--- src/rtl/debounce_pkg.sv ---
// Shared types and defaults for the multi-channel debounce sequencer.
// Optional input synchroniser is enabled with the DEBOUNCE_SYNC_EN macro.
package debounce_pkg;

    localparam int DEFAULT_CNT_W = 16;

    typedef enum logic [5:0] {
        IDLE    = 6'b000001,
        PRESS   = 6'b000010,
        HOLD_HI = 6'b000100,
        WAIT_LO = 6'b001000,
        RELEASE = 6'b010000,
        HOLD_LO = 6'b100000
    } state_t;

endpackage

--- src/rtl/debounce_channel.sv ---
// One debounce channel: press/hold/release FSM with its own hold counter.
// DEBOUNCE_SYNC_EN inserts a 2-flop synchroniser in front of the FSM.
module debounce_channel
    import debounce_pkg::*;
#(
    parameter int CNT_W = DEFAULT_CNT_W
) (
    input  logic             clk,
    input  logic             reset,
    input  logic             tick,
    input  logic [CNT_W-1:0] hold_ticks,
    input  logic             x,
    output logic             q,
    output logic             rel,
    output logic             level,
    output logic             busy
);

    logic x_s;

`ifdef DEBOUNCE_SYNC_EN
    logic [1:0] sync_q;

    always_ff @(posedge clk) begin
        if (reset) begin
            sync_q <= 2'b00;
        end else begin
            sync_q <= {sync_q[0], x};
        end
    end

    assign x_s = sync_q[1];
`else
    assign x_s = x;
`endif

    state_t           state_q, state_d;
    logic [CNT_W-1:0] cnt_q, cnt_d;
    logic             q_q, rel_q, level_q, busy_q;

    always_comb begin
        state_d = state_q;
        cnt_d   = cnt_q;
        case (state_q)
            IDLE:    if (x_s) state_d = PRESS;
            PRESS: begin
                state_d = HOLD_HI;
                cnt_d   = hold_ticks;
            end
            HOLD_HI: begin
                if (cnt_q == '0)  state_d = WAIT_LO;
                else if (tick)    cnt_d   = cnt_q - 1'b1;
            end
            WAIT_LO: if (!x_s) state_d = RELEASE;
            RELEASE: begin
                state_d = HOLD_LO;
                cnt_d   = hold_ticks;
            end
            HOLD_LO: begin
                if (cnt_q == '0)  state_d = IDLE;
                else if (tick)    cnt_d   = cnt_q - 1'b1;
            end
            default: begin
                state_d = IDLE;
                cnt_d   = '0;
            end
        endcase
    end

    // Outputs are decoded from the next state so they line up with state_q.
    always_ff @(posedge clk) begin
        if (reset) begin
            state_q <= IDLE;
            cnt_q   <= '0;
            q_q     <= 1'b0;
            rel_q   <= 1'b0;
            level_q <= 1'b0;
            busy_q  <= 1'b0;
        end else begin
            state_q <= state_d;
            cnt_q   <= cnt_d;
            q_q     <= (state_d == PRESS);
            rel_q   <= (state_d == RELEASE);
            level_q <= (state_d == PRESS) || (state_d == HOLD_HI) || (state_d == WAIT_LO);
            busy_q  <= (state_d == HOLD_HI) || (state_d == HOLD_LO);
        end
    end

    assign q     = q_q;
    assign rel   = rel_q;
    assign level = level_q;
    assign busy  = busy_q;

endmodule

--- src/rtl/debounce_timer_fsm.sv ---
// Multi-channel debounce sequencer: one independent debounce_channel per input bit.
// Build with DEBOUNCE_SYNC_EN to synchronise raw inputs inside each channel.
module debounce_timer_fsm
    import debounce_pkg::*;
#(
    parameter int CHANNELS = 4,
    parameter int CNT_W    = DEFAULT_CNT_W
) (
    input  logic                clk,
    input  logic                reset,
    input  logic                tick,
    input  logic [CNT_W-1:0]    hold_ticks,
    input  logic [CHANNELS-1:0] X,
    output logic [CHANNELS-1:0] Q,
    output logic [CHANNELS-1:0] REL,
    output logic [CHANNELS-1:0] LEVEL,
    output logic [CHANNELS-1:0] BUSY
);

    genvar gi;
    generate
        for (gi = 0; gi < CHANNELS; gi++) begin : g_ch
            debounce_channel #(
                .CNT_W(CNT_W)
            ) u_ch (
                .clk        (clk),
                .reset      (reset),
                .tick       (tick),
                .hold_ticks (hold_ticks),
                .x          (X[gi]),
                .q          (Q[gi]),
                .rel        (REL[gi]),
                .level      (LEVEL[gi]),
                .busy       (BUSY[gi])
            );
        end
    endgenerate

endmodule

--- config.mk ---
export PLATFORM = sky130hd
export DESIGN_NAME = debounce_timer_fsm
export DESIGN_NICKNAME = d
export VERILOG_FILES = /design/src/rtl/debounce_pkg.sv /design/src/rtl/debounce_channel.sv /design/src/rtl/debounce_timer_fsm.sv
export SDC_FILE = /design/constraint.sdc
export NUM_CORES = 1
export LEC_CHECK = 0
export ABC_AREA = 1
export ABC_CLOCK_PERIOD_IN_PS = 1400
export CAP_MARGIN = 20
export CORE_UTILIZATION = 48
export CTS_BUF_LIST = sky130_fd_sc_hd__clkbuf_16
export DETAILED_ROUTE_END_ITERATION = 12
export HOLD_SLACK_MARGIN = 0.12
export PLACE_DENSITY = 0.71
export SKIP_LAST_GASP = 1
export SLEW_MARGIN = 20
export SYNTH_ARGS = -nofsm -noshare
export SYNTH_HDL_FRONTEND = slang
export SYNTH_SLANG_ARGS = --single-unit
--- constraint.sdc ---
create_clock -name clk -period 1.4 [get_ports clk]
set_input_delay 0.42 -clock clk [delete_from_list [all_inputs] [get_ports clk]]
set_output_delay 0.42 -clock clk [all_outputs]
set_load 0.02 [all_outputs]
==> out/results.ini <==
[run_status]
status=finished with violations
violations=negative setup slack

[finish]
area_delta_synth_final_pct=49.7
finalInstanceArea_sq_um=10400
final_cell_mix=nand2_1, nor2_1, buf_4
mostFrequentLayoutCell=nand2_1
antenna_cells=0
post-route-util_pct=74.4
fillCellCount=1009
final_layout_size_suffix_gt1_share_pct=36.8
layout.nets=1447

[global_routing]
grt-ovfl-total=0
grt_util_met1_pct=36.4
grt_busiest_layer=met2
grt_pass1_vias=7429
grt_max_degree=23
grt_use_total_pct=29.2
antenna_found_initial=0
grt_pass1_wl_mm=34.5
grtUsageMet2_pct=49.0
met3_usage_pct=4.04

[power]
p_leak_nw=5.07
finalPower_mw=12.6
power.density_nw_per_um2=1210
ir_worst_vdd_v=0.000783

[cts]
cts.sinks=104
clock-root-buffer=clkbuf_16
cts_buffer_depth=2
numCtsBuffers=9
clk_pin_slew_worst_paths_ns=0.08
clock_latency_ns=0.37
h-tree-depth=3
cts_tree=yes

[worst_hold_path]
hold_class=reg -> reg

[run]
drv_cap=0

[critical_path]
crit_slowest_cell=dfxtp_2
cp.arrival_ns=1.85
start_kind=flop
endpoint_kind=flop
critPathRequiredTime_ns=1.67
critPathBufInv=4
critPathTopFamily=simple AND/OR/NAND/NOR gates
cp_max_fo=5
crit_chain=buf_6 > inv_2 > nor2_1 > nand3_1 > nand2_2 > inv_4 > nand3_4 > clkbuf_16 > nand2_1 > nand2_1 > nor2_1
crit_type=reg -> reg
cpPeakStageDelay_ns=0.36

[timing]
finalHoldViolCount=0
clock_skew_ns=0.00877
finalWorstSetupSlack_ns=-0.183
fin_crit_ns=1.58
fmax_ghz=0.632
timing.slew.headroom_pct=73.6
rsz0062_at_grt=true
finalSetupViolations=64
finalCritPeriodShare_pct=113
worst_pin_slew_ns=0.394
slew_violations=0

[logic_synthesis]
synthesis.area_sq_um=6980
synth.area.top_cells=dfxtp_1, nand2_1, nor2_1
yosys_warnings=0
syn_area_per_cell_sq_um=5.79
synth_seq_cells=104
synthDominantCellAreaShare_pct=29.8
yosysTopAreaCell=dfxtp_1
yosysUniqueCellTypes=34
synth_nets=1235
ys_seq_area_share_pct=29.8
syn_inst=1205

[die]
fp.coreArea_sq_um=14000
ios=39
die_h_um=123
rows=43
start_util_pct=49.7
die-area_sq_um=15000
dieWidth_um=123

[route]
wl_mm=24.4
route.detailed.drc=0
dr.pass1.iters=5
ant_nets=0
drtIter0Drc=742
vias=8580
post_drt_wl_per_cell_um=15.2
via_per_inst=5.36

[placed_design]
dpl.hpwl_mm=14.6
place_area_sq_um=8630
numPortBuffers=38
gp_congestion=0.917

==> sequential cells by signal, indices dropped and copies added (netlist names) <==
name,cells
g_ch.u_ch.cnt_q,64
g_ch.u_ch.state_q,24
g_ch.u_ch.busy,4
g_ch.u_ch.level,4
g_ch.u_ch.q,4
g_ch.u_ch.rel,4
==> report_power, final <==
| group | leakage (nW) | total (mW) | internal [mW] | switching, mW |
|---|---|---|---|---|
| clock network | 0.136 | 2.68 | 1.41 | 1.28 |
| logic | 4.07 | 6.31 | 2.69 | 3.62 |
| registers | 0.872 | 3.65 | 3.31 | 0.339 |
| total | 5.07 | 12.6 | 7.41 | 5.23 |
==> routing by layer <==
layer | share of wire [%] | vias up
met4 | 4.9 | 0
met2 | 49 | 352
li1 | - | 4173
met5 | 0 | -
met3 | 6.3 | 104
met1 | 40 | 3951
==> repair_timing <==
action,4_1_cts,5_1_grt
hold buffers,0,0
setup endpoints to repair,97,95
resized for setup,146,269
pin swaps,30,110
endpoints found under the hold margin,0,0
setup buffers,10,22
gates cloned,7,5
==> worst reg2reg max path: cells and delay by family, from the launching register on <==
kind / cells / cell delay [ns]
buffers and inverters: 4 / 0.38
DFF: 1 / 0.36
and+or+nand+nor: 7 / 0.72
==> through the flow <==
| step | TNS (ns) | hold WS (ns) | worst slack [ns] | std cells |
|---|---|---|---|---|
| 6_report | -4.47 | 0.570 | -0.183 | 1602 |
| 3_3_place_gp | -28.65 | 0.541 | -0.491 | 1545 |
| 3_5_place_dp | -31.59 | 0.557 | -0.533 | 1545 |
| 2_1_floorplan | 0 | 0.499 | 0.0103 | 1205 |
| 4_1_cts | -0.410 | 0.563 | -0.0262 | 1578 |
| 5_1_grt | -10.45 | 0.630 | -0.246 | 1602 |
==> cells in the mapped netlist <==
master and number:
nand2_1 367, nor2_1 286, inv_1 129, nand3_1 119
dfxtp_1 104, o21ai_0 39, buf_4 19, nand4_1 18
nor2_2 13, nor3_1 12, a21oi_1 11, buf_6 10
nand3_2 10, nand2_2 8, ha_1 7, buf_1 6
clkbuf_1 5, inv_2 5, o22ai_1 5, xor2_1 5
nor2_4 4, and2_1 3, buf_2 3, o21ai_1 3
or2_2 3, nand3_4 2, xnor2_1 2, a21boi_0 1
a31oi_1 1, clkinv_2 1, nand2_4 1, nand4_2 1
o21ai_4 1, o21bai_1 1
==> kinds of logic (layout without fill, tap and decap cells) <==
kind of cell / Yosys count / after routing / synth area share [%]
and+or+nand+nor: 847 / 854 / 51.5
buffers and inverters: 178 / 388 / 11.7
DFF: 104 / 104 / 29.8
AOI/OAI and AO/OA: 62 / 62 / 4.79
adders and majority gates: 7 / 7 / 1.26
xor gates and xnor gates: 7 / 7 / 0.879
==> area by class of cell <==
class	count	area, sq um	area share [%]
clock buffers	9	225	2.16
clock inverters	7	80.1	0.767
inverters	135	532	5.09
multi-input cells	930	5130	49.1
flip-flops and latches	104	2150	20.6
well taps	180	225	2.16
repair buffers	237	2100	20.1
==> final timing paths <==
kind	start	endpoint	slack [ns]	depth (start not counted)
hold / removal	g_ch[0].u_ch.cnt_q[0]$_SDFFE_PP0P_	g_ch[0].u_ch.cnt_q[0]$_SDFFE_PP0P_	0.57	3
setup reg to reg	g_ch[1].u_ch.state_q[0]$_SDFF_PP1_	g_ch[1].u_ch.cnt_q[0]$_SDFFE_PP0P_	-0.18	11
setup / recovery	g_ch[1].u_ch.state_q[0]$_SDFF_PP1_	g_ch[1].u_ch.cnt_q[0]$_SDFFE_PP0P_	-0.18	11
hold reg to reg	g_ch[0].u_ch.cnt_q[0]$_SDFFE_PP0P_	g_ch[0].u_ch.cnt_q[0]$_SDFFE_PP0P_	0.57	3
(Power assumes the default switching activity.)
